`src/rtl/fpmul_stim_pkg.sv`:
```
// Shared types and helpers for the FP multiplier operand source / result collector.
package fpmul_stim_pkg;

    typedef enum logic [1:0] {
        IDLE  = 2'd0,
        ISSUE = 2'd1,
        DRAIN = 2'd2,
        DONE  = 2'd3
    } state_t;

    typedef struct packed {
        logic [31:0] a;
        logic [31:0] b;
    } op_pair_t;

    localparam logic [31:0] LFSR_POLY = 32'h80200003;
    localparam logic [7:0]  EXP_BASE  = 8'h78;

    // Right-shifting Galois step: the feedback mask is applied when bit 0 falls out.
    function automatic logic [31:0] lfsr_step(input logic [31:0] s);
        return s[0] ? ((s >> 1) ^ LFSR_POLY) : (s >> 1);
    endfunction

    // Exponent confined to 0x78..0x87 so every product stays a normal number.
    function automatic logic [31:0] make_operand(input logic [31:0] s);
        logic [7:0] exp_field;
        exp_field = EXP_BASE + {4'h0, s[26:23]};
        return {s[31], exp_field, s[22:0]};
    endfunction

endpackage

```
`src/rtl/fpmul_tag_fifo.sv`:
```
// In-order FIFO of issued operand pairs; a pop and a push may share a cycle even when full.
module fpmul_tag_fifo
    import fpmul_stim_pkg::*;
#(
    parameter int DEPTH = 4
) (
    input  logic     clk,
    input  logic     rst_n,
    input  logic     push,
    input  op_pair_t push_data,
    input  logic     pop,
    output op_pair_t head,
    output logic     full,
    output logic     empty
);

    localparam int AW = (DEPTH > 1) ? $clog2(DEPTH) : 1;
    localparam logic [AW:0] DEPTH_W = (AW + 1)'(DEPTH);

    op_pair_t      mem [DEPTH];
    logic [AW-1:0] wr_ptr;
    logic [AW-1:0] rd_ptr;
    logic [AW:0]   count;
    logic          do_push;
    logic          do_pop;

    assign empty   = (count == '0);
    assign full    = (count == DEPTH_W);
    assign do_pop  = pop && !empty;
    assign do_push = push && (!full || do_pop);
    assign head    = mem[rd_ptr];

    always_ff @(posedge clk) begin
        if (!rst_n) begin
            wr_ptr <= '0;
            rd_ptr <= '0;
            count  <= '0;
        end else begin
            if (do_push) wr_ptr <= wr_ptr + AW'(1);
            if (do_pop)  rd_ptr <= rd_ptr + AW'(1);
            case ({do_push, do_pop})
                2'b10:   count <= count + (AW + 1)'(1);
                2'b01:   count <= count - (AW + 1)'(1);
                default: count <= count;
            endcase
        end
    end

    // Storage needs no reset: occupancy alone decides what is valid.
    always_ff @(posedge clk) begin
        if (do_push) mem[wr_ptr] <= push_data;
    end

endmodule

```
`src/rtl/fpmul_stim_source.sv`:
```
// Operand source and result collector for the FP multiplier valid/ready wrapper.
module fpmul_stim_source
    import fpmul_stim_pkg::*;
#(
    parameter int          NUM_OPS    = 16,
    parameter int          FIFO_DEPTH = 4,
    parameter logic [31:0] SEED_A     = 32'hACE12468,
    parameter logic [31:0] SEED_B     = 32'h1357BDF9
) (
    input  logic        clk,
    input  logic        rst_n,
    input  logic        start,
    output logic [31:0] op_a,
    output logic [31:0] op_b,
    output logic        op_valid,
    input  logic        op_ready,
    input  logic [31:0] res_data,
    input  logic        res_valid,
    output logic        res_ready,
    output logic [31:0] log_a,
    output logic [31:0] log_b,
    output logic [31:0] log_z,
    output logic        log_valid,
    output logic [15:0] issued_cnt,
    output logic [15:0] received_cnt,
    output logic        busy,
    output logic        done,
    output logic        err
);

    localparam logic [15:0] NUM_OPS_W = 16'(NUM_OPS);
    localparam logic [15:0] LAST_OP   = 16'(NUM_OPS - 1);

    state_t      state;
    logic [31:0] lfsr_a;
    logic [31:0] lfsr_b;
    logic        fifo_full;
    logic        fifo_empty;
    op_pair_t    fifo_head;
    op_pair_t    push_pair;
    logic        op_xfer;
    logic        res_xfer;
    logic        pop_ok;

    function automatic logic [15:0] sat_inc(input logic [15:0] v);
        return (v == 16'hFFFF) ? v : v + 16'd1;
    endfunction

    assign op_a = make_operand(lfsr_a);
    assign op_b = make_operand(lfsr_b);

    // Decoded from registers only; full and the count change solely on a transfer, so an offer is never withdrawn.
    assign op_valid  = (state == ISSUE) && (issued_cnt < NUM_OPS_W) && !fifo_full;
    assign res_ready = (state == ISSUE) || (state == DRAIN);
    assign busy      = res_ready;
    assign done      = (state == DONE);

    assign op_xfer   = op_valid && op_ready;
    assign res_xfer  = res_valid && res_ready;
    assign pop_ok    = res_xfer && !fifo_empty;
    assign push_pair = '{a: op_a, b: op_b};

    fpmul_tag_fifo #(
        .DEPTH (FIFO_DEPTH)
    ) u_tag_fifo (
        .clk       (clk),
        .rst_n     (rst_n),
        .push      (op_xfer),
        .push_data (push_pair),
        .pop       (pop_ok),
        .head      (fifo_head),
        .full      (fifo_full),
        .empty     (fifo_empty)
    );

    always_ff @(posedge clk) begin
        if (!rst_n) begin
            state        <= IDLE;
            issued_cnt   <= '0;
            received_cnt <= '0;
            err          <= 1'b0;
        end else begin
            case (state)
                IDLE, DONE: begin
                    if (start) begin
                        state        <= ISSUE;
                        issued_cnt   <= '0;
                        received_cnt <= '0;
                    end
                end
                ISSUE: begin
                    if (op_xfer && (issued_cnt == LAST_OP)) state <= DRAIN;
                end
                DRAIN: begin
                    if (received_cnt == NUM_OPS_W) state <= DONE;
                end
                default: state <= IDLE;
            endcase
            if (op_xfer) issued_cnt <= sat_inc(issued_cnt);
            if (pop_ok)  received_cnt <= sat_inc(received_cnt);
            // A result with nothing outstanding cannot be paired; drop it and flag it.
            if (res_xfer && fifo_empty) err <= 1'b1;
        end
    end

    // LFSRs move only on an accepted operand pair and survive start.
    always_ff @(posedge clk) begin
        if (!rst_n) begin
            lfsr_a <= SEED_A;
            lfsr_b <= SEED_B;
        end else if (op_xfer) begin
            lfsr_a <= lfsr_step(lfsr_a);
            lfsr_b <= lfsr_step(lfsr_b);
        end
    end

    always_ff @(posedge clk) begin
        if (!rst_n) begin
            log_valid <= 1'b0;
            log_a     <= '0;
            log_b     <= '0;
            log_z     <= '0;
        end else begin
            log_valid <= pop_ok;
            if (pop_ok) begin
                log_a <= fifo_head.a;
                log_b <= fifo_head.b;
                log_z <= res_data;
            end
        end
    end

endmodule

```
`config.mk`:
```
export PLATFORM = sky130hd
export DESIGN_NAME = fpmul_stim_source
export DESIGN_NICKNAME = d
export VERILOG_FILES = /design/src/rtl/fpmul_stim_pkg.sv /design/src/rtl/fpmul_tag_fifo.sv /design/src/rtl/fpmul_stim_source.sv
export SDC_FILE = /design/constraint.sdc
export NUM_CORES = 1
export LEC_CHECK = 0
export ABC_AREA = 1
export BUFFER_PORTS_ARGS = -buffer_cell sky130_fd_sc_hd__clkbuf_2
export CAP_MARGIN = 25
export CELL_PAD_IN_SITES_DETAIL_PLACEMENT = 1
export CELL_PAD_IN_SITES_GLOBAL_PLACEMENT = 1
export CORE_UTILIZATION = 50
export CTS_BUF_LIST = sky130_fd_sc_hd__clkbuf_4
export CTS_CLUSTER_DIAMETER = 100
export DETAILED_ROUTE_END_ITERATION = 8
export GPL_TIMING_DRIVEN = 0
export MAX_ROUTING_LAYER = met4
export PLACE_DENSITY_LB_ADDON = 0.25
export SYNTH_ARGS = -nofsm -noshare
export SYNTH_HDL_FRONTEND = slang
export SYNTH_SLANG_ARGS = --single-unit
export TNS_END_PERCENT = 30
```
`constraint.sdc`:
```
create_clock -name clk -period 12.9 [get_ports clk]
set_input_delay 1.935 -clock clk [delete_from_list [all_inputs] [get_ports clk]]
set_output_delay 1.935 -clock clk [all_outputs]
set_load 0.02 [all_outputs]
```
Yosys cells after proc, flatten, opt, wreduce, memory -nomap -nowiden
Memory sizes are Yosys's and may differ from the RTL's. A register that Yosys moved wholly into a read port is not among the register bits. Cells that the tools add are included.

Add/subtract/negate cells: 8. Bitwise logic cells: 2. Reductions and logical operators: 25. Eq/ne operators: 15. Muxes and demuxes: 15. Magnitude comparators: 1.

Operators by type and width (count): 16-bit two-way mux (6); 32-bit two-way mux (2); 16-bit by 1-bit adder with 16-bit output, second input constant (2); 16-bit equality test, second input constant (2); 7-bit by 4-bit adder with 8-bit output, first input constant (2); 16-bit by 4-bit equality test with 1-bit output, second input constant (1); 16-bit by 5-bit equality test with 1-bit output, second input constant (1); 16-bit by 5-bit < comparator with 1-bit output, second input constant (1); 2-bit nonzero test (5); 1-bit logical AND (9); 3-bit AND reduction (3); 3-bit NOT with 4-bit output (2); 2-bit equality test, second input constant (3); 2-bit two-way mux (3); 2-bit != test, second input constant (3); 2-bit one-hot mux with 3 select lines (1); 3-bit one-hot mux with 2 select lines (1); 2-bit by 1-bit adder with 2-bit output, second input constant (2); 2-bit by 1-bit equality test with 1-bit output, second input constant (2); 2-bit by 1-bit != test with 1-bit output, second input constant (2); 3-bit by 1-bit adder with 3-bit output, second input constant (1); 3-bit equality test, second input constant (1); 1-bit zero test (3); 3-bit zero test (1); 5 further kinds (7).

Input port bits: 37. Memories: 1. Bits in registers: 139. Bits in writable memories: 256.

Memory list: u_tag_fifo.mem (depth 4, bits a word 64, rd ports 1, clocked after Yosys merged registers in 1, wr ports 1, RTL line fpmul_tag_fifo.sv:20) `op_pair_t mem [DEPTH];`.

Longest topological paths before layout
Depth in word-level cells: 9. Gate-level depth with buffers: 15. Mapped depth without buffers: 14.

Cells and area by module
Synthesis repeated with hierarchy kept, for this count alone.

Cells, all modules: 1722. Area total of the unflattened synthesis: 18009.8 µm².

By module, submodules not included: fpmul_tag_fifo (instances 1, cells an instance 693, area each 9997.1 µm²); fpmul_stim_source (instances 1, cells an instance 1029, area each 8012.7 µm²).

Least setup slack after synthesis
No wires, ideal clock.

Path kind: in2reg. Start point: input op_ready. End point: memory u_tag_fifo.mem[0][0] in the netlist's numbering, enable pin. Data arrival time: 4698 ps. Path slack: 7728 ps. Stages on the path: 3. Buffers on the path: 1. Data required time: 12426 ps. Library setup time: 474 ps. Cells stage by stage: nand2_2 > buf_1 > nor2_1.

Word-level cells in the longest chain between the ends: 4.

Ends and longest elaborated chain: from (decl) (RTL line fpmul_stim_source.sv:16) `input logic op_ready,`; 1-bit logical AND (RTL line fpmul_stim_source.sv:58) `assign op_xfer = op_valid && op_ready;`; 1-bit logical AND (RTL line fpmul_tag_fifo.sv:30) `assign do_push = push && (!full || do_pop);`; 1-bit two-way mux (RTL line fpmul_tag_fifo.sv:51) `if (do_push) mem[wr_ptr] <= push_data;`; 1-bit two-way mux (implied by the code) (RTL line fpmul_tag_fifo.sv:51); to (decl) (RTL line fpmul_tag_fifo.sv:20).

Every way passes these cells.

Final worst setup path
Start point: register state[0]. End point: output op_valid.

Word-level cells in the longest chain between the ends: 3.

Ends and longest elaborated chain: from (decl) (RTL line fpmul_stim_source.sv:34) `state_t state;`; from (signal assigned) (RTL line fpmul_stim_source.sv:78) `state <= IDLE;`; from (signal assigned) (RTL line fpmul_stim_source.sv:86) `state <= ISSUE;`; from (signal assigned) (RTL line fpmul_stim_source.sv:92) `if (op_xfer && (issued_cnt == LAST_OP)) state <= DRAIN;`; 2-bit by 1-bit equality test with 1-bit output (RTL line fpmul_stim_source.sv:53) `assign op_valid = (state == ISSUE) && (issued_cnt < NUM_OPS_W) && !fifo_full;`; 1-bit logical AND (2 in a row) (RTL line fpmul_stim_source.sv:53); to (decl) (RTL line fpmul_stim_source.sv:15) `output logic op_valid,`.

Every way passes these cells.

==> results.sh <==
export IMPL_synth_compound_area_share_pct=12.2
export IMPL_worst_pin_slew_ns=0.996
export IMPL_ios=235
export IMPL_critical_path_max_stage_delay_ns=0.43
export IMPL_clock_latency_ns=0.80
export IMPL_port_buffers=234
export IMPL_start_util_pct=51.1
export IMPL_drtIter0Drc=986
export IMPL_status="complete, no violations"
export IMPL_vias=14000
export IMPL_place_congestion=0.862
export IMPL_drt_total_wl_um=52900
export IMPL_postRouteAntennaNets=0
export IMPL_synth_seq_cells=429
export IMPL_hold_path_class="flip-flop to flip-flop"
export IMPL_relSlewSlack_pct=33.4
export IMPL_p_comb_share_pct=20.5
export IMPL_numCtsBuffers=108
export IMPL_synth_area_per_cell_sq_um=10.3
export IMPL_path_max_fanout=5
export IMPL_synth_simple_gate_area_share_pct=13.5
export IMPL_crit_arrival_ns=2.11
export IMPL_finalHoldViolations=0
export IMPL_grt_use_total_pct=32.9
export IMPL_synth_fa_ha_area_share_pct=1.02
export IMPL_die_h_um=185
export IMPL_synth_top_family_by_area="simple AND/OR/NAND/NOR gates"
export IMPL_finalSetupTns_ns=0
export IMPL_cts_root_buf="clkbuf_4"
export IMPL_ys_types=39
export IMPL_peakVddDrop_mv=0.0813
export IMPL_post_cts_buffers=0
export IMPL_syn_num_nets=1675
export IMPL_rsz0062_at_grt="false"
export IMPL_p_int_mw=2.52
export IMPL_dr_pass1_iters=6
export IMPL_die_x_um=185
export IMPL_path_cells="ha_1 > inv_1 > nor2_1 > nand3_1 > nor2_2 > clkbuf_2"
export IMPL_htreeDepth=3
export IMPL_report_final_slew_viol_count=0
export IMPL_grt_overflow=0
export IMPL_cts_hold_buf=0
export IMPL_final_min_clock_period_ns=4.04
export IMPL_dieArea_sq_um=34100
export IMPL_clkPwrFrac_pct=32.4
export IMPL_syn_inst=1625
export IMPL_grt_pass1_wl_um=81700
export IMPL_grt_max_degree=31
export IMPL_fin_util_pct=61.4
export IMPL_yosysSeqAreaShare_pct=65.5
export IMPL_wl_per_cell_um=21.1
export IMPL_synth_area_top_cells="edfxtp_1 42%, dfxtp_1 24%, nor2_1 8.2%, o21ai_0 7.7%, buf_4 3.2%"
export IMPL_timing_fmax_ghz=0.248
export IMPL_grt_pass1_vias=15000
export IMPL_yosys_warnings=0
export IMPL_rows=66
export IMPL_drc=0
export IMPL_clk_pin_slew_worst_paths_ns=0.07
export IMPL_tritoncts="yes"
export IMPL_crit_buf_inv=2
export IMPL_synth_top_cell_by_area="edfxtp_1"
export IMPL_antenna_found_initial=1
export IMPL_end_kind="output pin"
export IMPL_cp_start_kind="flip-flop"
export IMPL_drv_cap=0
export IMPL_skew_ns=0.0425
export IMPL_swShare_pct=32.6
export IMPL_area_delta_synth_final_pct=20.2
export IMPL_fillers=3727
export IMPL_path_delay_family="flip-flops"
export IMPL_crit_required_ns=10.97
export IMPL_netlist_area_sq_um=16700
export IMPL_drive_gt1_share_pct=26.3
export IMPL_total_leakage_power_nw=8.16
export IMPL_multi_input_area_sq_um=4560
export IMPL_setup_viol=0
export IMPL_crit_slowest_cell="dfxtp_1"
export IMPL_hpwl_um=34800
export IMPL_synth_xor_area_share_pct=0.473
export IMPL_post_route_period_util_pct=31.3
export IMPL_synth_top_area_share_pct=41.8
export IMPL_regArea_sq_um=10900
export IMPL_synthMuxAreaShare_pct=0
export IMPL_cellPowerDensity_nw_per_um2=187
export IMPL_switchingPower_mw=1.22
export IMPL_cts_buffer_depth=3
export IMPL_post_cts_resized=0
export IMPL_via_per_inst=5.57
export IMPL_crit_type="flip-flop to output pin"
export IMPL_nets=2025
export IMPL_pwr_share_seq_pct=47.1
export IMPL_cts_sinks=429
export IMPL_core_area_sq_um=32600
worst register-to-register path: stages, from the launching register on:
cell	delay (ns)
dfxtp_1	0.43
inv_1	0.08
ha_1	0.36
nor2_1	0.12
nand2_1	0.13
inv_2	0.21
buf_2	0.40
buf_1	0.51
ha_1	0.26
inv_1	0.09
fa_1	0.40
a21oi_1	0.14
o21ai_0	0.11
o21ai_0	0.19
a21oi_1	0.06
stage by stage:
stage	worst slack (ns)	instances	total power [mW]	instance area [sq um]	hold WS, ns
6_report	8.86	2508	3.74	20000	0.483
5_1_grt	8.73	2508	3.91	20000	0.512
4_1_cts	8.84	2507	3.76	20000	0.490
3_5_place_dp	8.19	2307	2.53	18600	0.457
3_3_place_gp	5.60	2301	2.48	18400	0.443
2_1_floorplan	7.73	1625	2.22	16700	0.425
final cells by class:
type                       instances  area share [%]
antenna                            1          0.0125
tap                              442            2.76
multi-input combinational        954            22.8
sequential                       429            54.5
inverter                          76            1.42
buffer                           166            4.68
timing repair buffer             240            6.56
clock inverter                    25           0.775
clock buffer                     175            6.56
cell usage after synthesis:
cell type and count:
nor3b_1 2, nand2_1 94, edfxtp_1 232, ha_1 12, o22ai_1 1, o21ai_1 1, xnor2_1 1, a211oi_1 6
clkbuf_2 1, a21boi_0 1, buf_4 72, clkinv_1 1, o21ai_0 255, a31oi_1 58, nand3b_1 1, clkbuf_1 61
nor2_2 2, inv_1 71, a21oi_1 55, buf_12 1, inv_2 4, nand3b_4 1, o31ai_1 1, buf_1 10
nand3_4 1, nand4_1 7, nor2_4 2, nand2_2 4, or2_2 3, nor3_1 16, fa_1 1, a21oi_2 3
nor2_1 364, buf_2 21, dfxtp_1 197, nand3_1 50, xor2_1 8, o211ai_1 3, nand2_4 1
placed cells by master (no fill, tap or decap), types with 55 or more instances in the layout:
| master | netlist | layout |
|---|---|---|
| inv_1 | 71 | 71 |
| nor2_1 | 364 | 360 |
| dfxtp_1 | 197 | 197 |
| o21ai_0 | 255 | 255 |
| buf_4 | 72 | 72 |
| clkbuf_1 | 61 | 61 |
| clkbuf_2 | 1 | 235 |
| a21oi_1 | 55 | 55 |
| nand2_1 | 94 | 94 |
| edfxtp_1 | 232 | 232 |
| a31oi_1 | 58 | 58 |
| clkbuf_4 | 0 | 175 |
worst paths after layout:
check / from / to / slack, ns / depth (start not counted)
worst max register to register: state[0]$_SDFFE_PN0P_ / u_tag_fifo.count[2]$_SDFFE_PN0P_ / 9.31 / 14
worst max-delay path: state[0]$_SDFFE_PN0P_ / op_valid / 8.86 / 6
worst min-delay path: issued_cnt[14]$_SDFFE_PN0P_ / issued_cnt[14]$_SDFFE_PN0P_ / 0.48 / 2
worst min register to register: issued_cnt[14]$_SDFFE_PN0P_ / issued_cnt[14]$_SDFFE_PN0P_ / 0.48 / 2
sequential cells by signal, summed over array words and instances, names as in the netlist:
name,cells
u_tag_fifo.mem,232
lfsr_a,32
lfsr_b,32
log_z,32
log_a,29
log_b,29
issued_cnt,16
received_cnt,16
u_tag_fifo.count,3
state,2
u_tag_fifo.rd_ptr,2
u_tag_fifo.wr_ptr,2
err,1
log_valid,1
metal layers:
layer	vias to the layer above	global-route usage [%]	share of wire, %
met1	6856	37.4	39
met5	-	-	0
met3	162	7.33	7.9
met4	0	15.2	3.6
li1	6271	-	-
met2	676	55.1	50
cells by family after synthesis:
| logic type | Yosys count |
|---|---|
| xor+xnor | 9 |
| fa+ha+maj | 13 |
| compound gates | 384 |
| simple gates | 548 |
| flops | 429 |
| buf+inv | 242 |
power groups by stage:
stage                     clock [mW]  combinational, mW  sequential, mW
after global routing            1.30              0.832            1.78
after global placement             0              0.703            1.78
after floorplan                    0              0.438            1.78
after detailed placement           0              0.750            1.78
after CTS                       1.23              0.765            1.76
final                           1.21              0.767            1.76
Power figures use the tool's default switching activity.
